$ cat src/rtl/stream_fifo_pkg.sv
// Shared widths and defaults for the stream FIFO: pointer/count types derived from DEPTH.
package stream_fifo_pkg;

  localparam int DEFAULT_DEPTH = 16;
  localparam int DEFAULT_WIDTH = 32;
  localparam int DEFAULT_AW    = $clog2(DEFAULT_DEPTH);

  // Pointers carry one extra wrap bit so full and empty are distinguishable.
  typedef logic [DEFAULT_AW:0] ptr_t;
  typedef logic [DEFAULT_AW:0] cnt_t;

  function automatic int ptr_width(input int depth);
    return $clog2(depth) + 1;
  endfunction

endpackage

$ cat src/rtl/stream_fifo_mem.sv
// 1W1R storage array: synchronous write, registered read output updated only on read enable.
module stream_fifo_mem
  import stream_fifo_pkg::*;
#(
  parameter int DEPTH = DEFAULT_DEPTH,
  parameter int WIDTH = DEFAULT_WIDTH
) (
  input  logic                     clk,
  input  logic                     rst_n,
  input  logic                     i_we,
  input  logic [$clog2(DEPTH)-1:0] i_waddr,
  input  logic [WIDTH-1:0]         i_wdata,
  input  logic                     i_re,
  input  logic [$clog2(DEPTH)-1:0] i_raddr,
  output logic [WIDTH-1:0]         o_rdata
);

  logic [WIDTH-1:0] r_mem [DEPTH];
  logic [WIDTH-1:0] r_rdata;

  // The array itself is never reset; only the output register is.
  always_ff @(posedge clk) begin
    if (i_we) r_mem[i_waddr] <= i_wdata;
  end

  always_ff @(posedge clk or negedge rst_n) begin
    if (!rst_n)    r_rdata <= '0;
    else if (i_re) r_rdata <= r_mem[i_raddr];
  end

  assign o_rdata = r_rdata;

endmodule

$ cat src/rtl/stream_fifo.sv
// Stream FIFO feeding the ring buffer, with end-of-stream tracking and a DONE indication.
// Build option STREAM_FIFO_ERR_EN adds sticky OVERFLOW/UNDERFLOW outputs.
module stream_fifo
  import stream_fifo_pkg::*;
#(
  parameter int DEPTH = DEFAULT_DEPTH,
  parameter int WIDTH = DEFAULT_WIDTH
) (
  input  logic                   CLK,
  input  logic                   RESETn,
  input  logic                   CLR,
  input  logic [WIDTH-1:0]       WRDATA,
  input  logic                   WREN,
  input  logic                   WRLAST,
  output logic                   WRFULL,
  output logic [$clog2(DEPTH):0] WRCOUNT,
  input  logic                   RDEN,
  output logic [WIDTH-1:0]       RDDATA,
  output logic                   RDEMPTY,
  output logic                   DONE
`ifdef STREAM_FIFO_ERR_EN
  ,
  output logic                   OVERFLOW,
  output logic                   UNDERFLOW
`endif
);

  localparam int AW = $clog2(DEPTH);
  localparam int PW = ptr_width(DEPTH);

  logic [PW-1:0] r_wptr, r_rptr;
  logic          r_last_seen, r_rd_pend;
  logic [PW-1:0] w_count;
  logic          w_full, w_empty, w_wr, w_rd;

  // Strobe semantics: a write is taken on any edge where WREN=1 and WRFULL=0; a read is
  // taken where RDEN=1 and RDEMPTY=0, its word appearing on RDDATA after that edge.
  // Both flags are judged on the pre-edge state and CLR overrides both strobes.
  assign w_count = r_wptr - r_rptr;
  assign w_empty = (r_wptr == r_rptr);
  assign w_full  = (w_count == PW'(DEPTH));
  assign w_wr    = WREN & ~w_full & ~CLR;
  assign w_rd    = RDEN & ~w_empty & ~CLR;

  stream_fifo_mem #(.DEPTH(DEPTH), .WIDTH(WIDTH)) u_mem (
    .clk     (CLK),
    .rst_n   (RESETn),
    .i_we    (w_wr),
    .i_waddr (r_wptr[AW-1:0]),
    .i_wdata (WRDATA),
    .i_re    (w_rd),
    .i_raddr (r_rptr[AW-1:0]),
    .o_rdata (RDDATA)
  );

  always_ff @(posedge CLK or negedge RESETn) begin
    if (!RESETn) begin
      r_wptr      <= '0;
      r_rptr      <= '0;
      r_last_seen <= 1'b0;
      r_rd_pend   <= 1'b0;
    end else if (CLR) begin
      r_wptr      <= '0;
      r_rptr      <= '0;
      r_last_seen <= 1'b0;
      r_rd_pend   <= 1'b0;
    end else begin
      if (w_wr) r_wptr <= r_wptr + 1'b1;
      if (w_rd) r_rptr <= r_rptr + 1'b1;
      if (w_wr && WRLAST) r_last_seen <= 1'b1;
      r_rd_pend <= w_rd;
    end
  end

  assign WRFULL  = w_full;
  assign WRCOUNT = w_count;
  assign RDEMPTY = w_empty;
  // Hold off DONE while the final word is still travelling to RDDATA.
  assign DONE    = r_last_seen & w_empty & ~r_rd_pend;

`ifdef STREAM_FIFO_ERR_EN
  logic r_overflow, r_underflow;

  always_ff @(posedge CLK or negedge RESETn) begin
    if (!RESETn) begin
      r_overflow  <= 1'b0;
      r_underflow <= 1'b0;
    end else if (CLR) begin
      r_overflow  <= 1'b0;
      r_underflow <= 1'b0;
    end else begin
      if (WREN && w_full)  r_overflow  <= 1'b1;
      if (RDEN && w_empty) r_underflow <= 1'b1;
    end
  end

  assign OVERFLOW  = r_overflow;
  assign UNDERFLOW = r_underflow;
`endif

endmodule

$ cat config.mk
export PLATFORM = sky130hd
export DESIGN_NAME = stream_fifo
export DESIGN_NICKNAME = d
export VERILOG_FILES = /design/src/rtl/stream_fifo_pkg.sv /design/src/rtl/stream_fifo_mem.sv /design/src/rtl/stream_fifo.sv
export SDC_FILE = /design/constraint.sdc
export NUM_CORES = 1
export LEC_CHECK = 0
export CAP_MARGIN = 20
export CORE_MARGIN = 2
export CORE_UTILIZATION = 55
export CTS_CLUSTER_SIZE = 16
export DETAILED_ROUTE_END_ITERATION = 10
export PLACE_DENSITY = 0.75
export SYNTH_ARGS = -nofsm -noshare
export SYNTH_HDL_FRONTEND = slang
export SYNTH_SLANG_ARGS = --single-unit
$ cat constraint.sdc
create_clock -name CLK -period 5.5 [get_ports CLK]
set_clock_uncertainty 0.1 [all_clocks]
set_input_delay 1.65 -clock CLK [delete_from_list [all_inputs] [get_ports CLK]]
set_output_delay 1.65 -clock CLK [all_outputs]
set_load 0.01 [all_outputs]
==> out/qor.csv <==
stage,metric,value,unit
clock_network,Root Buffer,clkbuf_16,
setup_path,worst-path cell chain,inv_1 -> ha_1 -> inv_1 -> fa_1 -> xor2_1 -> or3_1 -> a2111oi_4 -> clkdlybuf4s50_1,
sta,Max Slew Vio Count,0,
placed_design,"Cell Area, Placed",22800,um2
synth,"flops & latches, synth",556,
final_layout,Synth-to-Final Area Change,15.8,%
drt,Final ANT Viol Nets,0,
worst_hold_path,hold_sp,u_mem.o_rdata[29],
global_route,total gr overflow,0,
clock_network,clock-pin transition on the worst setup and hold timing paths,0.06,ns
synth,register area share after synthesis,77.4,%
setup_path,"slowest stage cell, crit path",clkdlybuf4s50_1,
placed_design,routability cong.,0.757,
clock_network,Post-CTS Resized,0,
final_layout,layout cell share with drive strength beyond 1,23.6,%
setup_path,"slowest stage delay, CP",0.60,ns
global_route,vias in the first global route,10341,
sta,Least-Margin Pin Slew,1.04,ns
synth,Synth cell types,41,
drt,DR WL/cell,25.7,um
final_layout,Fillers,2555,
setup_path,Worst Path Arrival,3.27,ns
final_layout,non-filler instance count after layout,1641,
die,starting density of the core,55.5,%
job,Max Cap Violations,0,
setup_path,flop2flop setup slack,1.64,ns
drt,remaining routing DRC violations,0,
sta,Setup TNS,0,ns
drt,1st-iter DRT viols,899,
run_status,outcome,"complete, no violations",
setup_path,CP Max Fanout,6,
setup_path,"Top cell by count, worst path",inv_1,
die,Placeable Area,38400,um2
placed_design,number of port buffers,77,
sta,RSZ-0062 raised after global routing,false,
placed_design,detailed placement HPWL,21600,um
final_layout,most frequent cells in the layout,"edfxtp_1 (512), mux4_2 (128), clkdlybuf4s50_1 (76)",
drt,Vias/cell,6.08,
power_and_ir_drop,leakage power,8.28,nW
synth,synthesized area,21300,um2
clock_network,CTS tree,built,
setup_path,R2R Path Start,r_wptr[0],
sta,final setup violating endpoints,0,
sta,Slew headroom,30.7,%
clock_network,H-tree lvl count,2,
sta,Max Freq,0.199,GHz
final_layout,final net count,1124,
synth,synth top area cells,"edfxtp_1 (72%), mux4_2 (14%), dfrtp_1 (5.2%)",
global_route,total track usage,21.5,%
clock_network,clock tree buffer depth,3,
die,Row Count,72,
drt,DRT Pass-1 Iters,5,
global_route,pin count of the biggest net entering global routing,132,
setup_path,Critical Path Sink Type,output pin,
synth,Mean Syn Cell Area,22.1,um2
power_and_ir_drop,pwr/cell area,425,nW/um2
synth,top cell type's share of synthesized area,72.2,%
clock_network,Num CTS Buffers,54,
setup_path,Setup crit start kind,register,
die,Die Ht,201,um
drt,final wirelength,42200,um
setup_path,Crit Path Category,register to output pin,
clock_network,post-CTS setup buffer count,0,
final_layout,fin area,24600,um2
worst_hold_path,HP Class,register to register,
sta,Final Hold Fails,0,
power_and_ir_drop,Peak VDD IR,0.274,mV
synth,Synth Instances,964,
clock_network,Post-CTS Hold Buffers,0,
clock_network,Worst-Skew Late Latency,0.59,ns
sta,worst hold margin,0.384,ns
setup_path,CP startpoint,r_wptr[0],
final_layout,"most common cell after layout, fill and taps aside",edfxtp_1,
sta,minimum clock period after layout,5.02,ns
synth,Ys Warns,0,
setup_path,"Req. time, crit path",3.75,ns
drt,vias,9973,
synth,syn_nets,1012,
clock_network,clk sinks,556,
synth,dominant cell type by area after synthesis,edfxtp_1,
die,num ports,78,
global_route,initial antenna violation count,1,
die,Die Width,201,um
sta,part of the cycle the worst path needs,91.4,%
global_route,first-pass GRT wire length,63900,um
placed_design,Placed Cells,1537,
die,DIE AREA,40300,um2
==> per-layer routing <==
| metal | track usage, % | vias to the layer above | wire length (um) |
|---|---|---|---|
| met1 | 30.1 | 5293 | 17600 |
| met5 | 0 | - | 0 |
| met3 | 3.41 | 60 | 2210 |
| li1 | - | 4260 | - |
| met4 | 6.22 | 0 | 832 |
| met2 | 35.7 | 360 | 21600 |
==> per-stage QoR <==
step	utilization (%)	setup WS (ns)	power [mW]
final	64.2	0.476	10.5
after global routing	64.2	0.350	10.9
after CTS	64.1	0.445	10.6
after detailed placement	59.4	1.08	6.85
after global placement	59.4	1.17	6.81
after floorplan	-	0.172	6.19
==> cell type report <==
| cell class | instances | area (um2) | area share, % |
|---|---|---|---|
| well taps | 518 | 648 | 2.63 |
| flip-flops and latches | 556 | 16500 | 66.9 |
| diodes | 1 | 2.50 | 0.0102 |
| multi-input cells | 346 | 4610 | 18.7 |
| clock buffers | 78 | 1580 | 6.39 |
| inverters | 11 | 43.8 | 0.178 |
| clock inverters | 24 | 246 | 1.00 |
| repair buffers | 107 | 1030 | 4.17 |
==> where the power goes <==
group          switching, mW  internal [mW]  total (mW)
Combinational          0.872          0.978        1.85
Clock                   1.51           2.22        3.73
Sequential            0.0999           4.79        4.89
==> cells in the mapped netlist, drive strengths merged <==
master and n:
inv 10, nor3 12, buf 29, nand2b 3, nand3 1, o22ai 1
nor2 8, edfxtp 512, xor2 3, mux4 128, and3 5, o21a 1
o221ai 32, o21ai 6, nand2 42, a21oi 7, ha 9, mux2 1
xnor2 3, or3 5, nand4 5, or3b 1, a2111oi 1, and3b 1
nor2b 1, nor4 1, clkinv 1, fa 1, a21o 1, mux2i 64
dfrtp 44, and2 1, nand3b 2, clkbuf 22
==> state kept, by name, indices dropped and copies added (netlist names) <==
| name | count |
|---|---|
| r_last_seen | 1 |
| r_rd_pend | 1 |
| r_rptr | 5 |
| r_wptr | 5 |
| u_mem.o_rdata | 32 |
| u_mem.r_mem | 512 |
==> kinds of logic after synthesis <==
logic type                 count (synthesis)  share of synthesized area, %
buffers and inverters                     62                          1.25
muxes                                    193                          16.6
xor gates and xnor gates                   6                         0.247
DFF                                      556                          77.4
adders and majority gates                 10                         0.623
and+or+nand+nor                           88                          1.99
AOI/OAI and AO/OA                         49                          1.85
==> path summary, 6_finish.rpt <==
path                       depth (start not counted)                  end
setup reg to reg                                  11  u_mem.r_mem[13][12]
max in group asynchronous                          2            r_rptr[1]
min in group asynchronous                          1    u_mem.o_rdata[23]
hold / removal                                     2    u_mem.o_rdata[29]
setup / recovery                                   8               WRFULL
hold reg to reg                                    2    u_mem.o_rdata[29]
==> critical path, delay by kind of cell (launching register included) <==
family / cells / cell delay [ns]
AO/OA/AOI/OAI: 1 / 0.37
XOR/XNOR: 1 / 0.17
flip-flops: 1 / 0.43
buffers and inverters: 3 / 0.79
AND/OR/NAND/NOR: 1 / 0.36
adder cells (fa/ha/maj): 2 / 0.57
Power figures use the tool's default switching activity.
